`src/rtl/bcd_updown_counter.sv`:
```
// -----------------------------------------------------------------------------
// bcd_updown_counter
//
// Registered N-digit BCD up/down counter. It has a synchronous parallel load
// that checks each digit, a count enable, and a direction select. At the ends
// of the range it either wraps or saturates, chosen by a parameter.
//
// Parameters
//   DIGITS : number of BCD digits (>= 1); count width is 4*DIGITS
//   WRAP   : 1 = wrap at the range ends, 0 = saturate at the range ends
//
// Ports
//   Clock  in   rising-edge clock
//   Resetn in   asynchronous active-low reset
//   En     in   count enable
//   S      in   direction, 0 = up, 1 = down
//   Load   in   synchronous load; takes priority over En
//   D      in   load value, digit i = D[4i+3:4i]
//   Q      out  current count (BCD)
//   Tc     out  terminal count, combinational; drives En of a cascaded stage
//   Wrap   out  one-cycle registered pulse following a wrap-around edge
//   Err    out  sticky flag set by a rejected (non-BCD) load
// -----------------------------------------------------------------------------
module bcd_updown_counter #(
  parameter int DIGITS = 2,
  parameter bit WRAP   = 1'b1
) (
  input  logic                  Clock,
  input  logic                  Resetn,
  input  logic                  En,
  input  logic                  S,
  input  logic                  Load,
  input  logic [4*DIGITS-1:0]   D,
  output logic [4*DIGITS-1:0]   Q,
  output logic                  Tc,
  output logic                  Wrap,
  output logic                  Err
);

  localparam int             W   = 4 * DIGITS;
  localparam logic [W-1:0]   TOP = {DIGITS{4'h9}};

  logic [W-1:0] q_q, q_d;
  logic         wrap_q, wrap_d;
  logic         err_q, err_d;

  logic [W-1:0] q_inc;
  logic [W-1:0] q_dec;
  logic         d_valid;
  logic         at_top;
  logic         at_bot;

  assign at_top = (q_q == TOP);
  assign at_bot = (q_q == '0);

  // Ripple increment: a digit steps only while every lower digit rolled 9->0.
  always_comb begin
    logic       carry;
    logic [3:0] dig;
    q_inc = q_q;
    carry = 1'b1;
    dig   = 4'd0;
    for (int i = 0; i < DIGITS; i++) begin
      dig = q_q[4*i +: 4];
      if (carry) begin
        if (dig == 4'd9) begin
          q_inc[4*i +: 4] = 4'd0;
        end else begin
          q_inc[4*i +: 4] = dig + 4'd1;
          carry           = 1'b0;
        end
      end
    end
  end

  // Ripple decrement: a digit steps only while every lower digit rolled 0->9.
  always_comb begin
    logic       borrow;
    logic [3:0] dig;
    q_dec  = q_q;
    borrow = 1'b1;
    dig    = 4'd0;
    for (int i = 0; i < DIGITS; i++) begin
      dig = q_q[4*i +: 4];
      if (borrow) begin
        if (dig == 4'd0) begin
          q_dec[4*i +: 4] = 4'd9;
        end else begin
          q_dec[4*i +: 4] = dig - 4'd1;
          borrow          = 1'b0;
        end
      end
    end
  end

  // A load is accepted only if every digit is a legal BCD value.
  always_comb begin
    d_valid = 1'b1;
    for (int i = 0; i < DIGITS; i++) begin
      if (D[4*i +: 4] > 4'd9) begin
        d_valid = 1'b0;
      end
    end
  end

  always_comb begin
    q_d    = q_q;
    wrap_d = 1'b0;
    err_d  = err_q;
    if (Load) begin
      if (d_valid) begin
        q_d   = D;
        err_d = 1'b0;
      end else begin
        err_d = 1'b1;
      end
    end else if (En) begin
      if (!S) begin
        if (at_top) begin
          if (WRAP) begin
            q_d    = '0;
            wrap_d = 1'b1;
          end
        end else begin
          q_d = q_inc;
        end
      end else begin
        if (at_bot) begin
          if (WRAP) begin
            q_d    = TOP;
            wrap_d = 1'b1;
          end
        end else begin
          q_d = q_dec;
        end
      end
    end
  end

  always_ff @(posedge Clock or negedge Resetn) begin
    if (!Resetn) begin
      q_q    <= '0;
      wrap_q <= 1'b0;
      err_q  <= 1'b0;
    end else begin
      q_q    <= q_d;
      wrap_q <= wrap_d;
      err_q  <= err_d;
    end
  end

  // Terminal count does not depend on WRAP, so a cascade behaves the same
  // either way; a load cycle never counts, so it never signals terminal.
  assign Tc   = En & ~Load & ((~S & at_top) | (S & at_bot));
  assign Q    = q_q;
  assign Wrap = wrap_q;
  assign Err  = err_q;

endmodule

```
`config.mk`:
```
export PLATFORM = sky130hd
export DESIGN_NAME = bcd_updown_counter
export DESIGN_NICKNAME = d
export VERILOG_FILES = /design/src/rtl/bcd_updown_counter.sv
export SDC_FILE = /design/constraint.sdc
export NUM_CORES = 1
export LEC_CHECK = 0
export ABC_AREA = 1
export BUFFER_PORTS_ARGS = -buffer_cell sky130_fd_sc_hd__buf_2
export CORE_MARGIN = 5
export CORE_UTILIZATION = 51
export DETAILED_ROUTE_END_ITERATION = 10
export HOLD_SLACK_MARGIN = 0.06
export PLACE_DENSITY = 0.81
export SLEW_MARGIN = 20
export SYNTH_ARGS = -nofsm -noshare
export SYNTH_HDL_FRONTEND = slang
export SYNTH_SLANG_ARGS = --single-unit
```
`constraint.sdc`:
```
create_clock -name Clock -period 1.75 [get_ports Clock]
set_input_delay 0 -clock Clock [delete_from_list [all_inputs] [get_ports Clock]]
set_output_delay 0 -clock Clock [all_outputs]
set_load 0.01 [all_outputs]
```
==> results of run 1 <==
## sequential cells by signal (all words and copies together), names as in the netlist
signal and count:
Err 1, Wrap 1, Q 8
## worst max-delay path, delay by kind of cell (launching register included)
family	cells	cell delay, ns
AOI/OAI and AO/OA	2	0.29
adders and majority gates	1	0.18
buffers and inverters	2	0.25
DFF	1	0.44
and+or+nand+nor	2	0.19
## cells by family after synthesis
kind of cell / share of synthesized area [%]
simple gates: 46.3
buf+inv: 10.9
compound gates: 7.05
flops: 28.2
fa+ha+maj: 5.64
xor+xnor: 1.97
## worst paths after layout
kind	startpoint	endpoint	slack [ns]
setup / recovery	Q[1]	Tc	0.13
hold / removal	D[4]	Q[4]	0.06
setup reg to reg	Q[0]	Q[2]	0.29
hold reg to reg	Err	Err	0.52
max in group asynchronous	Resetn	Q[0]	1.41
min in group asynchronous	Resetn	Wrap	0.12
## stage by stage
step / cells / utilization [%] / total power (µW) / setup WS, ns / hold WS [ns]
detailed placement: 178 / 58.9 / 881 / 0.246 / -0.122
global route: 186 / 63.9 / 1230 / 0.0105 / 0.0894
global placement: 178 / 58.9 / 863 / 0.329 / -0.127
CTS: 184 / 62.2 / 1100 / 0.0348 / 0.0608
finish: 186 / 63.9 / 1120 / 0.131 / 0.0596
floorplan: 142 / - / 740 / 0.367 / -0.296
## placed cells by master (no fill, tap or decap)
cell and instances:
sky130_fd_sc_hd__clkbuf_8 1, sky130_fd_sc_hd__buf_2 23, sky130_fd_sc_hd__nand4_1 3, sky130_fd_sc_hd__dlygate4sd3_1 2, sky130_fd_sc_hd__clkinv_1 1, sky130_fd_sc_hd__ha_1 3
sky130_fd_sc_hd__nand3_1 18, sky130_fd_sc_hd__a21oi_1 3, sky130_fd_sc_hd__nor2_1 16, sky130_fd_sc_hd__inv_2 6, sky130_fd_sc_hd__a211oi_1 1, sky130_fd_sc_hd__dfrtp_1 8
sky130_fd_sc_hd__o211ai_1 1, sky130_fd_sc_hd__nand2_4 1, sky130_fd_sc_hd__nand2_2 2, sky130_fd_sc_hd__buf_4 2, sky130_fd_sc_hd__nand3_2 1, sky130_fd_sc_hd__o21ai_1 3
sky130_fd_sc_hd__ha_2 1, sky130_fd_sc_hd__xnor2_1 2, sky130_fd_sc_hd__inv_1 11, sky130_fd_sc_hd__clkbuf_4 3, sky130_fd_sc_hd__o21ai_0 1, sky130_fd_sc_hd__a211oi_2 1
sky130_fd_sc_hd__nor2_2 5, sky130_fd_sc_hd__dfrtp_2 2, sky130_fd_sc_hd__nand2_1 47, sky130_fd_sc_hd__o21ai_2 1
## synthesized netlist by cell type
| cell | number | area, µm² |
|---|---|---|
| sky130_fd_sc_hd__a21oi_1 | 3 | 15.0 |
| sky130_fd_sc_hd__nand3_2 | 1 | 10.0 |
| sky130_fd_sc_hd__inv_2 | 4 | 15.0 |
| sky130_fd_sc_hd__nand2_1 | 47 | 176 |
| sky130_fd_sc_hd__buf_2 | 2 | 10.0 |
| sky130_fd_sc_hd__nand3_1 | 18 | 90.1 |
| sky130_fd_sc_hd__nand4_1 | 3 | 18.8 |
| sky130_fd_sc_hd__inv_1 | 13 | 48.8 |
| sky130_fd_sc_hd__buf_6 | 1 | 11.3 |
| sky130_fd_sc_hd__o211ai_1 | 1 | 7.51 |
| sky130_fd_sc_hd__a211oi_1 | 2 | 15.0 |
| sky130_fd_sc_hd__o21ai_1 | 4 | 20.0 |
| sky130_fd_sc_hd__dfrtp_1 | 10 | 250 |
| sky130_fd_sc_hd__nand2_4 | 1 | 11.3 |
| sky130_fd_sc_hd__nand2_2 | 2 | 12.5 |
| sky130_fd_sc_hd__nor2_2 | 5 | 31.3 |
| sky130_fd_sc_hd__nor2_1 | 16 | 60.1 |
| sky130_fd_sc_hd__buf_4 | 1 | 7.51 |
| sky130_fd_sc_hd__o21ai_0 | 1 | 5.00 |
| sky130_fd_sc_hd__xnor2_1 | 2 | 17.5 |
| sky130_fd_sc_hd__ha_1 | 4 | 50.1 |
| sky130_fd_sc_hd__clkinv_1 | 1 | 3.75 |
## power breakdown
part | leakage (µW) | internal (µW) | switching, µW
combinational | 0.000471 | 213 | 308
sequential | 0.000121 | 285 | 103
clock | 0.0000210 | 126 | 86.9
## layout make-up
class / instances / area share (%)
multi-input combinational: 110 / 51.1
inverter: 18 / 6.26
clock buffer: 4 / 3.36
tap: 17 / 1.97
timing repair buffer: 27 / 13.9
sequential: 10 / 23.4
## layer usage
| layer | up-vias | share of wire [%] | GRT usage (%) | wire length [µm] |
|---|---|---|---|---|
| met2 | 31 | 45 | 27.8 | 1010 |
| met4 | 0 | 1.6 | 12.2 | 36 |
| li1 | 502 | - | - | - |
| met1 | 412 | 47 | 24.4 | 1050 |
| met3 | 4 | 6.3 | 4.01 | 141 |
| met5 | - | 0 | 0 | 0 |
## what timing repair did
action | 4_1_cts | 5_1_grt
gates resized for setup | 2 | 5
hold buffers | 2 | 0
hold endpoints to repair | 11 | 0
endpoints found under the setup margin | 1 | 1
buffers inserted | 0 | 2
==> out/results.md, run 1 <==
## Outcome
• status: finished, final reports clean

## Clock tree
• insertion delay of the later-clocked pin in the worst-skew pair: 0.27 ns
• number of buffers between clock root and the deepest sink: 2
• total CTS buffers: 3
• clock sink total: 10
• clock-pin slew reported for the worst setup and hold paths after clock tree synthesis: 0.08 ns
• TritonCTS clock tree: yes
• clock root buffer: sky130_fd_sc_hd__clkbuf_4
• total number of H-tree levels: 1

## GRT
• wire length of the first global-routing pass: 3680 µm
• pin count of the biggest net entering global routing: 14
• aggregate global-route resource usage: 18.7%
• vias in the first global route: 860
• antenna violations before repair: 0
• overflow left after global routing: 0

## Synthesis
• net count of the mapped netlist: 159
• sequential fraction of the synthesis area: 28.2%
• count of warnings emitted by yosys: 0
• flip-flop and latch count after synthesis: 10
• mean instance size in the synthesized netlist: 6.25 µm²
• Post-Syn Instances: 142
• synth unique cells: 22
• summed instance area of the synthesized netlist: 887 µm²

## STA
• Final setup violation count: 0
• Pins Over Slew Limit: 0
• RSZ-0062 raised after global routing: false
• final clock period utilization by the worst path: 92.5%
• maximum clock rate: 618 MHz
• Clock Skew: 0.0129 ns
• Fin Setup TNS: 0 ns
• final period demand of the worst path: 1.62 ns
• Worst-Margin Slew: 0.400 ns
• max-slew headroom at the worst pin: 73.3%
• number of endpoints with negative hold slack in the final report: 0

## Power
• worst supply voltage drop on vdd: 0.556 mV
• leak pwr: 0.000612 µW
• total power density per cell area: 1040 nW/µm²

## Final layout
• fraction of final layout cells with drive strength greater than 1: 29.0%
• Reg area: 253 µm²
• number of filler cells placed in the layout: 168
• final antenna diode count: 0
• Layout Area Growth over Synthesis: 21.7%
• cell area after layout: 1080 µm²
• area of the multi-input gates: 552 µm²
• Post-layout nets: 187

## Placement
• GP Congestion: 0.868
• placed wire-length estimate after detailed placement: 1700 µm
• number of buffer cells added on primary ports: 23
• instance area after placement: 995 µm²

## Floorplanning
• Die Area: 2670 µm²
• number of placement rows: 15
• initial core utilization: 52.5%
• vertical extent of the die: 51.7 µm
• I/O pin count: 24
• area of the core: 1690 µm²
• die width: 51.7 µm

## Detailed routing
• vias per cell: 5.10
• number of search-and-repair iterations in the first detailed-routing pass: 4
• wirelength, routed: 2240 µm
• Post-DRT Antenna Nets: 0
• routed vias: 949
• violation count after the first detailed-route iteration: 49
• total DRC errors in the routed layout: 0
• routed wirelength normalized by instance count: 12.0 µm

## Setup path
• R2R depth: 8
• critical path capture point type: primary output
• arrival time at the worst endpoint: 1.62 ns
• Worst Path Class, Setup: reg -> out
• endpoint required time on the critical path: 1.75 ns
• cell chain of the critical path: inv_2, ha_1, nand2_2, o21ai_2, nand3_1, a211oi_2, buf_2
• Slowest cell on crit path: sky130_fd_sc_hd__dfrtp_2
• biggest fanout along the worst timing path: 5
• crit path launch type: register
• Largest stage delay, worst path: 0.44 ns

## Worst hold path
• Min-Delay Path Depth: 3
• path class of the lowest-slack min-delay path: in -> reg

## Run
• Max Cap Viol: 0

Power figures use the tool's default switching activity.
==> run 2, diff against run 1 <==
--- a/config.mk
+++ b/config.mk
@@ -7,11 +7,10 @@
 export LEC_CHECK = 0
 export ABC_AREA = 1
 export BUFFER_PORTS_ARGS = -buffer_cell sky130_fd_sc_hd__buf_2
-export CORE_MARGIN = 5
-export CORE_UTILIZATION = 51
+export CORE_UTILIZATION = 40
 export DETAILED_ROUTE_END_ITERATION = 10
 export HOLD_SLACK_MARGIN = 0.06
-export PLACE_DENSITY = 0.81
+export PLACE_DENSITY = 0.67
 export SLEW_MARGIN = 20
 export SYNTH_ARGS = -nofsm -noshare
 export SYNTH_HDL_FRONTEND = slang
==> out/results.md, run 2 (synthesis results as in run 1) <==
## Power
• net switching share of the total power: 43.9%
• total design power: 1110 µW
• total power density per cell area: 1000 nW/µm²
• clock share of power: 19.2%
• leak pwr: 0.000615 µW
• combinational share of power: 45.4%
• switching power summed over all nets: 485 µW
• internal power contribution: 620 µW
• worst supply voltage drop on vdd: 0.561 mV
• Sequential Power Share: 35.3%

## STA
• Pins Over Slew Limit: 0
• maximum clock rate: 612 MHz
• max-slew headroom at the worst pin: 75.4%
• Clock Skew: 0.00560 ns
• final period demand of the worst path: 1.63 ns
• final setup slack of the worst path: 0.116 ns
• final clock period utilization by the worst path: 93.4%
• Final setup violation count: 0
• Worst-Margin Slew: 0.369 ns
• number of endpoints with negative hold slack in the final report: 0

## Setup path
• reg-to-reg critical path endpoint: Q[2]
• Largest stage delay, worst path: 0.44 ns
• R2R depth: 8
• total stage count of the critical path: 7
• biggest fanout along the worst timing path: 6
• endpoint required time on the critical path: 1.75 ns
• register-to-register path setup slack: 0.33 ns
• total buffers and inverters traversed by the critical path: 2
• Worst Path Class, Setup: reg -> out
• cell family with most CP delay: flip-flops
• cell chain of the critical path: inv_2, ha_1, nand2_2, o21ai_1, nand3_1, a211oi_2, buf_2
• Worst setup endpoint: Tc
• origin of the critical flop-to-flop path: Q[0]
• critical path capture point type: primary output
• Slowest cell on crit path: sky130_fd_sc_hd__dfrtp_2
• start point of the critical path: Q[1]
• arrival time at the worst endpoint: 1.63 ns
• crit path launch type: register

## Final layout
• area of the multi-input gates: 548 µm²
• fraction of final layout cells with drive strength greater than 1: 27.6%
• Post-layout nets: 188
• number of filler cells placed in the layout: 207
• final antenna diode count: 0
• final std cells w/o fill: 197
• most common library cell in the layout ignoring fill and taps: sky130_fd_sc_hd__nand2_1
• leading cell types in the layout, fill and taps excluded: sky130_fd_sc_hd__nand2_1, sky130_fd_sc_hd__buf_2, sky130_fd_sc_hd__nand3_1
• Reg area: 253 µm²
• max reg flops: 8
• Layout Area Growth over Synthesis: 24.1%

## Floorplanning
• area of the core: 2020 µm²
• I/O pin count: 24
• number of placement rows: 16
• vertical extent of the die: 49.1 µm
• die width: 49.1 µm
• Die Area: 2410 µm²
• initial core utilization: 43.9%

## GRT
• wire length of the first global-routing pass: 3330 µm
• aggregate global-route resource usage: 17.8%
• antenna violations before repair: 0
• vias in the first global route: 812
• overflow left after global routing: 0
• pin count of the biggest net entering global routing: 14

## Worst hold path
• path class of the lowest-slack min-delay path: in -> reg
• worst hold start: D[6]

## Placement
• placed wire-length estimate after detailed placement: 1610 µm
• number of buffer cells added on primary ports: 23
• setup slack after placement: 0.306 ns
• count of placed standard cells including taps: 188
• GP Congestion: 0.784

## Detailed routing
• routed vias: 954
• violation count after the first detailed-route iteration: 17
• total DRC errors in the routed layout: 0
• vias per cell: 4.84
• number of search-and-repair iterations in the first detailed-routing pass: 4
• routed wirelength normalized by instance count: 10.5 µm
• wire length the detailed router placed on met1: 1040 µm
• Post-DRT Antenna Nets: 0
• WL met3: 70 µm
• wirelength, routed: 2070 µm
• routed length on met2: 941 µm
• highest metal layer with signal wires: met4

## Clock tree
• total number of H-tree levels: 1
• number of buffers between clock root and the deepest sink: 2
• TritonCTS clock tree: yes
• insertion delay of the later-clocked pin in the worst-skew pair: 0.27 ns
• total CTS buffers: 3
• clock root buffer: sky130_fd_sc_hd__clkbuf_4
• clock sink total: 10
• clock-pin slew reported for the worst setup and hold paths after clock tree synthesis: 0.07 ns

## Outcome
• status: finished, final reports clean

## Run
• Max Cap Viol: 0

-- run 2: cell types whose count changed in the layout (fill, tap and decap cells not counted) --
cell	delta
sky130_fd_sc_hd__dlygate4sd3_1	+2
sky130_fd_sc_hd__buf_4	-1
sky130_fd_sc_hd__o21ai_1	+1
sky130_fd_sc_hd__o21ai_2	-1
-- run 2: worst min-delay path, delay by kind of cell --
family                 cells  cell delay [ns]
and+or+nand+nor            4             0.21
buffers and inverters      1             0.08
-- run 2: layer usage --
| metal | track usage (%) | up-vias |
|---|---|---|
| li1 | - | 507 |
| met1 | 24.2 | 425 |
| met2 | 28.1 | 20 |
| met3 | 4.05 | 2 |
| met4 | 4.41 | 0 |
| met5 | 0 | - |
-- run 2: layout make-up --
type | count | area share [%]
multi-input combinational | 110 | 49.8
tap | 27 | 3.07
clock buffer | 4 | 3.30
timing repair buffer | 28 | 14.8
sequential | 10 | 23.0
inverter | 18 | 6.14
-- run 2: worst min path at each step --
| stage | end | cells after the start |
|---|---|---|
| after global routing | Q[1] | 5 |
| after detailed placement | Wrap | 1 |
| after global placement | Wrap | 1 |
| after floorplan | Err | 0 |
| after CTS | Q[6] | 5 |
| final | Q[6] | 5 |
-- run 2: power groups by stage --
stage,registers (µW),clock network (µW),logic [µW]
6_report,390,213,502
5_1_grt,403,228,578
4_1_cts,387,218,493
3_5_place_dp,392,0,485
3_3_place_gp,391,0,480
2_1_floorplan,386,0,353
-- run 2: through the flow --
step	setup TNS [ns]	hold WS (ns)	area, µm²	utilization (%)
after floorplan	0	-0.296	887	-
after global placement	0	-0.124	1010	49.8
after detailed placement	0	-0.119	1010	49.8
after CTS	0	0.0719	1080	53.6
after global routing	-0.00652	0.0997	1100	54.5
final	0	0.0677	1100	54.5
-- run 2: timing repair --
action / CTS / global route
setup endpoints to repair: 0 / 1
resized for setup: 0 / 6
hold buffers: 4 / 0
endpoints found under the hold margin: 13 / 0
setup buffers: 0 / 1
==> run 3, diff against run 2 <==
--- a/config.mk
+++ b/config.mk
@@ -9,6 +9,7 @@
 export BUFFER_PORTS_ARGS = -buffer_cell sky130_fd_sc_hd__buf_2
 export CORE_UTILIZATION = 40
 export DETAILED_ROUTE_END_ITERATION = 10
+export GPL_TIMING_DRIVEN = 0
 export HOLD_SLACK_MARGIN = 0.06
 export PLACE_DENSITY = 0.67
 export SLEW_MARGIN = 20
==> out/results.md, run 3 (synthesis results as in run 1) <==
## Setup path
• Worst Path Class, Setup: reg -> out
• critical path capture point type: primary output
• register-to-register path setup slack: 0.28 ns
• biggest fanout along the worst timing path: 6
• crit path launch type: register
• endpoint required time on the critical path: 1.75 ns
• arrival time at the worst endpoint: 1.69 ns

## Power
• leak pwr: 0.000638 µW
• worst supply voltage drop on vdd: 0.525 mV
• total power density per cell area: 1020 nW/µm²

## Final layout
• cell area after layout: 1150 µm²
• max reg flops: 8
• leading cell types in the layout, fill and taps excluded: sky130_fd_sc_hd__nand2_1, sky130_fd_sc_hd__buf_2, sky130_fd_sc_hd__nand3_1
• final std cells w/o fill: 201
• most common library cell in the layout ignoring fill and taps: sky130_fd_sc_hd__nand2_1
• Post-layout nets: 192
• number of filler cells placed in the layout: 216
• final antenna diode count: 0
• fraction of final layout cells with drive strength greater than 1: 29.9%
• Layout Area Growth over Synthesis: 29.5%

## STA
• Fin Setup TNS: 0 ns
• maximum clock rate: 592 MHz
• Worst-Margin Slew: 0.281 ns
• Pins Over Slew Limit: 0
• number of endpoints with negative hold slack in the final report: 0
• max-slew headroom at the worst pin: 81.2%
• Clock Skew: 0.000420 ns
• final clock period utilization by the worst path: 96.4%
• final period demand of the worst path: 1.69 ns
• Final setup violation count: 0

## Detailed routing
• vias per cell: 4.95
• wirelength, routed: 2300 µm
• Post-DRT Antenna Nets: 0
• number of search-and-repair iterations in the first detailed-routing pass: 4
• routed vias: 994
• total DRC errors in the routed layout: 0
• violation count after the first detailed-route iteration: 21
• routed wirelength normalized by instance count: 11.4 µm

## Placement
• number of buffer cells added on primary ports: 22
• placed wire-length estimate after detailed placement: 1660 µm
• instance area after placement: 1030 µm²
• count of placed standard cells including taps: 191
• GP Congestion: 0.875

## Clock tree
• clock sink total: 10
• number of buffers between clock root and the deepest sink: 2
• clock-pin slew reported for the worst setup and hold paths after clock tree synthesis: 0.08 ns
• TritonCTS clock tree: yes
• insertion delay of the later-clocked pin in the worst-skew pair: 0.27 ns
• total CTS buffers: 3
• total number of H-tree levels: 1
• clock root buffer: sky130_fd_sc_hd__clkbuf_4

## GRT
• aggregate global-route resource usage: 19.2%
• antenna violations before repair: 0
• pin count of the biggest net entering global routing: 11
• overflow left after global routing: 0
• vias in the first global route: 791
• wire length of the first global-routing pass: 3570 µm

## Floorplanning
• I/O pin count: 24
• die width: 49.1 µm
• vertical extent of the die: 49.1 µm
• number of placement rows: 16
• area of the core: 2020 µm²
• Die Area: 2410 µm²
• initial core utilization: 43.9%

## Run
• Max Cap Viol: 0

## Worst hold path
• path class of the lowest-slack min-delay path: in -> reg

## Outcome
• status: finished, final reports clean

## run 3: layout make-up
cell class              instances  area [µm²]  share of cell area (%)
multi-input cells             110         562                    48.9
flip-flops and latches         10         253                    22.0
repair buffers                 28         165                    14.4
inverters                      18        70.1                    6.10
clock buffers                   4        36.3                    3.16
well taps                      27        33.8                    2.94
plain buffers                   4        28.8                    2.51
## run 3: worst paths after layout
check	start	cells after the start	endpoint
setup reg to reg	Q[1]	10	Q[5]
min in group asynchronous	Resetn	2	Wrap
max in group asynchronous	Resetn	2	Q[1]
hold / removal	D[1]	5	Q[1]
hold reg to reg	Err	2	Err
setup / recovery	Q[1]	7	Tc
## run 3: what timing repair did
action / CTS / global route
setup endpoints to repair: 1 / 1
endpoints found under the hold margin: 13 / 0
buffers inserted: 0 / 2
resized for setup: 3 / 6
pin swaps: 0 / 1
hold buffers: 4 / 0
## run 3: metal layers
layer | GRT usage [%] | wire (µm) | up-vias
met5 | 0 | 0 | -
met4 | 4.41 | 8 | 0
met3 | 4.05 | 118 | 2
met2 | 29.5 | 1080 | 32
met1 | 27.4 | 1090 | 445
li1 | - | - | 515
## run 3: critical path: stages, from the launching register on
cell	delay [ns]
sky130_fd_sc_hd__dfrtp_2	0.46
sky130_fd_sc_hd__inv_4	0.10
sky130_fd_sc_hd__ha_1	0.17
sky130_fd_sc_hd__nand2_2	0.08
sky130_fd_sc_hd__o21ai_2	0.14
sky130_fd_sc_hd__nand3_1	0.13
sky130_fd_sc_hd__a211oi_2	0.17
sky130_fd_sc_hd__buf_2	0.16
## run 3: power by group
group | total (µW) | internal (µW) | switching (µW)
Clock | 225 | 126 | 99.0
Combinational | 562 | 233 | 328
Sequential | 380 | 286 | 94.2
## run 3: through the flow
stage / total power, µW / setup WS [ns] / utilization [%] / hold WS, ns
after floorplan: 740 / 0.367 / - / -0.296
after global placement: 877 / 0.306 / 51.0 / -0.120
after detailed placement: 890 / 0.256 / 51.0 / -0.112
after CTS: 1130 / 0.0239 / 54.9 / 0.0665
after global routing: 1270 / -0.00898 / 56.8 / 0.0804
final: 1170 / 0.0622 / 56.8 / 0.0657
